**config.mk**
```make
export PLATFORM = sky130hd
export DESIGN_NAME = uart_tx_arbiter
export DESIGN_NICKNAME = d
export VERILOG_FILES = /design/src/rtl/uart_tx_arbiter_pkg.sv /design/src/rtl/uart_tx_arbiter_rr_pick.sv /design/src/rtl/uart_tx_arbiter.sv
export SDC_FILE = /design/constraint.sdc
export NUM_CORES = 1
export LEC_CHECK = 0
export CAP_MARGIN = 25
export CORE_ASPECT_RATIO = 0.9
export CORE_MARGIN = 2
export CORE_UTILIZATION = 46
export CTS_CLUSTER_SIZE = 30
export DETAILED_ROUTE_END_ITERATION = 8
export MAX_ROUTING_LAYER = met4
export PLACE_DENSITY = 0.77
export SLEW_MARGIN = 40
export SYNTH_ARGS = -nofsm -noshare
export SYNTH_HDL_FRONTEND = slang
export SYNTH_SLANG_ARGS = --single-unit
export TNS_END_PERCENT = 20
```
**constraint.sdc**
```tcl
create_clock -name clk -period 7.4 [get_ports clk]
set_input_delay 0.74 -clock clk [delete_from_list [all_inputs] [get_ports clk]]
set_output_delay 0.74 -clock clk [all_outputs]
set_load 0.03 [all_outputs]
```
**src/rtl/uart_tx_arbiter_pkg.sv**
```systemverilog
// Shared definitions for the UART transmit arbiter: FSM state encoding and
// bit positions of the sticky error flags.
package uart_tx_arbiter_pkg;

    typedef enum logic [1:0] {
        ST_IDLE       = 2'd0,
        ST_LOAD       = 2'd1,
        ST_WAIT_START = 2'd2,
        ST_WAIT_DONE  = 2'd3
    } arb_state_t;

    localparam int UART_ARB_STATES_NUM = 4;

    // err[ERR_START]: uart_tx never raised busy; err[ERR_GAP]: requester stalled mid-packet
    localparam int ERR_START = 0;
    localparam int ERR_GAP   = 1;
    localparam int ERR_W     = 2;

endpackage

```
**src/rtl/uart_tx_arbiter_rr_pick.sv**
```systemverilog
// Combinational rotate-priority picker: returns the first asserted request
// strictly after ptr (cyclic), as one-hot, as an index, and an any flag.
module rr_pick #(
    parameter int N  = 4,
    parameter int IW = $clog2(N)
) (
    input  logic [N-1:0]  req,
    input  logic [IW-1:0] ptr,
    output logic [N-1:0]  onehot,
    output logic [IW-1:0] idx,
    output logic          any
);

    always_comb begin
        onehot = '0;
        idx    = '0;
        any    = 1'b0;
        for (int k = 1; k <= N; k++) begin
            if (!any && req[(int'(ptr) + k) % N]) begin
                any                            = 1'b1;
                idx                            = IW'((int'(ptr) + k) % N);
                onehot[(int'(ptr) + k) % N]    = 1'b1;
            end
        end
    end

endmodule

```
**src/rtl/uart_tx_arbiter.sv**
```systemverilog
// Packet-granular round-robin arbiter sharing one uart_tx among NUM_REQ byte
// streams, with start and inter-byte watchdogs and sticky error flags.
module uart_tx_arbiter
    import uart_tx_arbiter_pkg::*;
#(
    parameter int NUM_REQ        = 4,
    parameter int TIMEOUT_CYCLES = 64
) (
    input  logic                 clk,
    input  logic                 reset,
    input  logic [NUM_REQ-1:0]   req_valid,
    input  logic [8*NUM_REQ-1:0] req_data,
    input  logic [NUM_REQ-1:0]   req_last,
    output logic [NUM_REQ-1:0]   req_ready,
    output logic [NUM_REQ-1:0]   grant,
    input  logic                 tx_pause,
    output logic                 tx_write,
    output logic [7:0]           tx_byte,
    input  logic                 tx_busy,
    output logic [ERR_W-1:0]     err,
    input  logic                 err_clear
);

    localparam int IW = $clog2(NUM_REQ);
    localparam int TW = $clog2(TIMEOUT_CYCLES + 1);
    localparam logic [TW-1:0] T_LAST  = TW'(TIMEOUT_CYCLES - 1);
    localparam logic [IW-1:0] PTR_RST = IW'(NUM_REQ - 1);

    arb_state_t           state_reg;
    logic [NUM_REQ-1:0]   grant_reg;
    logic [IW-1:0]        gidx_reg;
    logic [IW-1:0]        rr_ptr_reg;
    logic [TW-1:0]        timer_reg;
    logic                 busy_q_reg;
    logic                 last_q_reg;
    logic                 tx_write_reg;
    logic [7:0]           tx_byte_reg;
    logic [ERR_W-1:0]     err_reg;

    logic [NUM_REQ-1:0]   pick_onehot;
    logic [IW-1:0]        pick_idx;
    logic                 pick_any;
    logic                 fire;
    logic                 busy_fall;
    logic                 timer_expired;
    logic [7:0]           cur_data;
    logic                 cur_last;

    rr_pick #(
        .N  (NUM_REQ),
        .IW (IW)
    ) u_pick (
        .req    (req_valid),
        .ptr    (rr_ptr_reg),
        .onehot (pick_onehot),
        .idx    (pick_idx),
        .any    (pick_any)
    );

    // Only the owner may hand over a byte, and never while paused or while uart_tx is busy
    generate
        for (genvar gi = 0; gi < NUM_REQ; gi++) begin : g_ready
            assign req_ready[gi] = (state_reg == ST_LOAD) & grant_reg[gi] & ~tx_pause & ~tx_busy;
        end
    endgenerate

    assign fire          = |(req_ready & req_valid);
    assign busy_fall     = busy_q_reg & ~tx_busy;
    assign timer_expired = (timer_reg == T_LAST);
    assign cur_data      = req_data[{gidx_reg, 3'b000} +: 8];
    assign cur_last      = req_last[gidx_reg];

    assign grant    = grant_reg;
    assign tx_write = tx_write_reg;
    assign tx_byte  = tx_byte_reg;
    assign err      = err_reg;

    always_ff @(posedge clk) begin
        if (reset) begin
            state_reg    <= ST_IDLE;
            grant_reg    <= '0;
            gidx_reg     <= '0;
            rr_ptr_reg   <= PTR_RST;
            timer_reg    <= '0;
            busy_q_reg   <= 1'b0;
            last_q_reg   <= 1'b0;
            tx_write_reg <= 1'b0;
            tx_byte_reg  <= '0;
            err_reg      <= '0;
        end else begin
            busy_q_reg <= tx_busy;
            // Set events below are later assignments, so they override a clear
            if (err_clear) begin
                err_reg <= '0;
            end
            case (state_reg)
                ST_IDLE: begin
                    if (!tx_busy && !tx_pause && pick_any) begin
                        grant_reg <= pick_onehot;
                        gidx_reg  <= pick_idx;
                        timer_reg <= '0;
                        state_reg <= ST_LOAD;
                    end
                end
                ST_LOAD: begin
                    if (fire) begin
                        tx_byte_reg  <= cur_data;
                        tx_write_reg <= 1'b1;
                        last_q_reg   <= cur_last;
                        timer_reg    <= '0;
                        state_reg    <= ST_WAIT_START;
                    end else if (!tx_pause) begin
                        if (timer_expired) begin
                            err_reg[ERR_GAP] <= 1'b1;
                            grant_reg        <= '0;
                            rr_ptr_reg       <= gidx_reg;
                            timer_reg        <= '0;
                            state_reg        <= ST_IDLE;
                        end else begin
                            timer_reg <= timer_reg + TW'(1);
                        end
                    end
                end
                ST_WAIT_START: begin
                    if (tx_busy) begin
                        tx_write_reg <= 1'b0;
                        state_reg    <= ST_WAIT_DONE;
                    end else if (timer_expired) begin
                        tx_write_reg       <= 1'b0;
                        err_reg[ERR_START] <= 1'b1;
                        grant_reg          <= '0;
                        rr_ptr_reg         <= gidx_reg;
                        timer_reg          <= '0;
                        state_reg          <= ST_IDLE;
                    end else begin
                        timer_reg <= timer_reg + TW'(1);
                    end
                end
                ST_WAIT_DONE: begin
                    if (busy_fall) begin
                        if (last_q_reg) begin
                            grant_reg  <= '0;
                            rr_ptr_reg <= gidx_reg;
                            state_reg  <= ST_IDLE;
                        end else begin
                            timer_reg <= '0;
                            state_reg <= ST_LOAD;
                        end
                    end
                end
                default: state_reg <= ST_IDLE;
            endcase
        end
    end

endmodule

```
# --- After elaboration in Yosys (flattened, before gate mapping) ---
# Index checks and enable logic that the tools add are counted.
op_classes:
  addsub: 5
  multipliers: 0
  div_mod_pow: 0
  magnitude_cmp: 9
  eq_ne: 14
  n_shift: 1
  muxes: 77
  bitwise_logic: 23
  n_reduce_logical: 29
op_table:
  columns: ["operator", "count"]
  rows:
  - ["7-bit 2-to-1 mux", 7]
  - ["4-bit 2-to-1 mux", 11]
  - ["2-bit 2-to-1 mux", 17]
  - ["32-bit by 6-bit variable part select with 8-bit output", 1]
  - ["1-bit 2-to-1 mux", 28]
  - ["7-bit case mux with 4 select lines", 1]
  - ["3-bit by 4-bit less-than comparator with 1-bit output, second input constant", 4]
  - ["2-bit != test, second input constant", 8]
  - ["4-bit case mux with 4 select lines", 1]
  - ["1-bit bitwise AND", 13]
  - ["3-bit by 1-bit >= comparator with 1-bit output, second input constant", 4]
  - ["4-bit bitwise OR", 3]
  - ["6-bit AND reduction", 2]
  - ["1-bit binary-select mux with 2-bit select", 5]
  - ["1-bit logical AND", 9]
  - ["1-bit demux with 2-bit select", 4]
  - ["2-bit case mux with 4 select lines", 1]
  - ["2-bit OR reduction", 4]
  - ["7-bit by 1-bit adder with 7-bit output, second input constant", 1]
  - ["7-bit by 6-bit == test with 1-bit output, second input constant", 1]
  - ["3-bit != test, second input constant", 2]
  - ["2-bit case mux with 3 select lines", 1]
  - ["3-bit AND reduction", 2]
  - ["1-bit zero test", 5]
  - ["other kinds (15)", 23]
word_totals:
  register_bits: 30
  latch_bits: 0
  ramBits: 0
  mem_bits_ro: 0
  inputBits: 45
  output_inout_bits: 19
  mem_count: 0

# --- Depth between registers and ports, before layout ---
depth:
  ltp_word: 19
  mapped_depth: 9

# --- Modules after synthesis ---
# From an unflattened synthesis, not the netlist that was laid out.
unflattened:
  cells_unflattened: 268
  area_unflattened_um2: 2321.0
modules_own_cells:
  columns: ["mod", "n_inst", "cells_per_inst", "area_each_um2"]
  rows:
  - ["uart_tx_arbiter", 1, 182, 1691.6]
  - ["rr_pick", 1, 86, 629.4]

# --- Worst setup path after synthesis ---
# Ideal clock, no wire load.
synth_path:
  path_type: "register to register"
  from: "register rr_ptr_reg[0]"
  to: "register grant_reg[1] (netlist: grant[1])"
  setup_ns: 0.079
  arrival_time_ns: 2.358
  slack_ns: 4.963
  path_stages_with_launch: 10
  n_path_buf: 2
  synth_period_minus_slack_ns: 2.437
  cell_sequence: "dfxtp_1 buf_6 clkinv_1 ha_1 buf_2 or3b_1 a211o_1 o31ai_1 a222oi_1 o211ai_1"
synth_via:
  elab_chain_len: 17
synth_lines:
  columns: ["item", "line_no", "text"]
  rows:
  - ["start: declaration", "uart_tx_arbiter.sv:32", "logic [IW-1:0] rr_ptr_reg;"]
  - ["start signal: assignment", "uart_tx_arbiter.sv:116", "rr_ptr_reg <= gidx_reg;"]
  - ["start signal: assignment", "uart_tx_arbiter.sv:132", "rr_ptr_reg <= gidx_reg;"]
  - ["start signal: assignment", "uart_tx_arbiter.sv:143", "rr_ptr_reg <= gidx_reg;"]
  - ["branches (longest 17 deep; another with 3-bit by 4-bit less-than comparator with 1-bit output)", null, null]
  - ["end signal: assignment", "uart_tx_arbiter.sv:99", "grant_reg <= pick_onehot;"]
  - ["end: declaration", "uart_tx_arbiter.sv:30", "logic [NUM_REQ-1:0] grant_reg;"]
# Parallel ways; which one is timed is not known. The select of a mux whose other input is x is not followed.
# A chain may end at the register's enable or synchronous reset.

# --- Final worst setup path ---
layout_path:
  from: "input port tx_busy"
  to: "output port req_ready[0]"
layout_via:
  elab_chain_len: 2
layout_lines:
  columns: ["item", "line_no", "text"]
  rows:
  - ["start: declaration", "uart_tx_arbiter.sv:19", "input logic tx_busy,"]
  - ["1-bit NOT", "uart_tx_arbiter.sv:63", "assign req_ready[gi] = (state_reg == ST_LOAD) & grant_reg[gi] & ~tx_pause & ~tx_busy;"]
  - ["1-bit bitwise AND", "uart_tx_arbiter.sv:63", null]
  - ["end: declaration", "uart_tx_arbiter.sv:14", "output logic [NUM_REQ-1:0] req_ready,"]
# No other way between the ends.

==> flow_summary.ini <==
[run]
drv_cap = 0

[finish]
area_growth_pct = 31.2
largest_reg_flops = 8
layout_commonest_cell = clkdlybuf4s50_1
antennaDiodeCount = 0
n_fill_cell = 414
seq_area_um2 = 601
final_cell_mix = clkdlybuf4s50_1, nand2_1, dfxtp_1
multi_input_area_um2 = 1560
layout.nets = 364
final_layout_size_suffix_gt1_share_pct = 11.1

[clock_network]
cts_buffers = 5
cts.clk_slew.worst_paths_ns = 0.06
post_cts_resized = 0
cts_sinks = 30
cts_root_buf = clkbuf_8
htreeDepth = 2
cts_hold_buf = 0
cts_tree = built
cts.path.max_buffers = 2
clk_latency_ns = 0.28
post_cts_buffers = 0

[logic_synthesis]
synth_cell_types = 64
synth.area.top_cells = dfxtp_1, mux4_2, ha_1
syn-cell-area_um2 = 2270
synth.net_count = 310
synth-main-ff-cell = dfxtp_1
syn_inst = 251
async_flop_share_pct = 0
yosys.area.top_type = dfxtp_1
synth_seq_cells = 30
synth_edf_count = 0
yosys_warnings = 0
postSynthAreaPerCell_um2 = 9.06
yosys.area.top_type_share_pct = 26.4
seq_area_frac_synth_pct = 26.4

[floorplan]
die_area_um2 = 5520
core-area_um2 = 4800
die_w_um = 78.1
pin_count = 64
die_h_um = 70.7
fp-row-count = 24
initial_core_util_pct = 47.3

[routing]
drc = 0
post_drt_wl_per_cell_um = 14.9
drt_wl_total_um = 5530
drtIter0Drc = 142
drtAntennaViolNets = 0
viasPerCell = 5.81
firstDrtPassIters = 6
num_vias = 2155

[power_and_ir_drop]
p_clk_share_pct = 32.0
power_switching_uw = 122
p_int_uw = 297
seqPwrFrac_pct = 40.7
leakage_nw = 1.01
p_comb_share_pct = 27.2
powerDensity_nw_per_um2 = 140
peakVddDrop_mv = 0.0824
switching_share_pct = 29.2

[worst_hold_path]
worstHoldPathCells = 2
worstHoldPathType = flip-flop to flip-flop
hold_start = tx_byte[3]
whs_endpoint = tx_byte[3]

[critical_path]
critPathRequiredTime_ns = 6.66
crit_start = tx_busy
cp-end-kind = primary output
worstSetupStartpointType = input pin
reg2reg_depth = 7
reg2reg_slack_ns = 4.37
path_class = input pin to primary output
timing.rr.end = grant[1]
worstPathArrival_ns = 2.61
cp_max_fo = 9
r2r-start = rr_ptr_reg[0]

[outcome]
status = completed

[timing]
fin_tns_setup_ns = 0
setup_viol = 0
max_freq_mhz = 299
fin_crit_ns = 3.35
tightestPinTransition_ns = 0.663
relSlewSlack_pct = 55.7
final_hold_viol_count = 0
whs_ns = 0.453
drv_slew = 0
rsz0062_at_grt = no
clock_skew_ns = 0.00727
period_share_pct = 45.3

[global_routing]
grt_pass1_wl_um = 9720
grt-ovfl-total = 0
track_usage_pct = 22.2
first_global_vias = 2093
antenna_found_initial = 0
grt_max_degree = 34

[placement]
dp.final_hpwl_um = 4100
port_buffers = 63
gp_congestion = 0.918
## final cells by class
| type | count | area share (%) |
|---|---|---|
| Timing Repair Buffer | 64 | 21.4 |
| Sequential cell | 30 | 20.1 |
| Clock buffer | 7 | 2.89 |
| Multi-Input combinational cell | 199 | 52.1 |
| Tap cell | 65 | 2.72 |
| Clock inverter | 1 | 0.168 |
| Inverter | 5 | 0.629 |
## through the flow
step                util [%]  cell area [um2]  cells  total power [mW]  worst slack, ns
global placement        60.2             2890    363             0.283             4.16
global route            62.1             2990    371             0.441             3.95
finish                  62.1             2990    371             0.419             4.05
detailed placement      60.2             2890    363             0.286             4.08
floorplan                  -             2270    251             0.245             4.96
CTS                     62.1             2990    371             0.421             4.06
## worst max path at each step
stage	slack, ns	end
final	4.05	req_ready[0]
after global routing	3.95	req_ready[0]
after CTS	4.06	req_ready[0]
after detailed placement	4.08	req_ready[0]
after global placement	4.16	req_ready[0]
after floorplan	4.96	grant[1]
## routing by layer
layer / global-route usage (%) / part of all wire, %
met4: 5.26 / 0.38
met2: 34.2 / 47
met5: - / 0
met1: 29.7 / 45
met3: 5.23 / 7.9
## cell families after synthesis
group / after synthesis / share of synthesized area (%)
AO/OA/AOI/OAI: 67 / 23.6
multiplexers: 14 / 11.2
flip-flops: 30 / 26.4
AND/OR/NAND/NOR: 104 / 25.7
adder cells (fa/ha/maj): 14 / 7.70
buffers and inverters: 22 / 5.39
## synth_stat cells, types with 3 or more instances
master	number
ha_1	14
dfxtp_1	30
o32ai_1	3
a21oi_1	19
o211ai_1	6
nand4_1	9
nand3b_1	11
clkbuf_1	6
and2_1	4
a222oi_1	4
nand2_1	31
buf_2	4
a221oi_1	3
mux4_2	9
inv_1	4
nand2b_1	5
nor2_1	14
buf_6	4
nor2b_1	5
a22o_1	4
mux2i_1	3
nand3_1	3
## power by group through the flow
stage               Clock [mW]  Combinational, mW  Sequential, mW
finish                   0.134              0.114           0.171
global route             0.146              0.124           0.171
CTS                      0.137              0.113           0.171
detailed placement           0              0.112           0.174
global placement             0              0.109           0.174
floorplan                    0             0.0696           0.176
## critical path, cell delays in order
cell and delay, ns:
clkdlybuf4s50_1 0.57, nor3b_2 0.45, and2_1 0.19, clkdlybuf4s50_1 0.66
No activity file was read; power rests on OpenSTA's default activity.
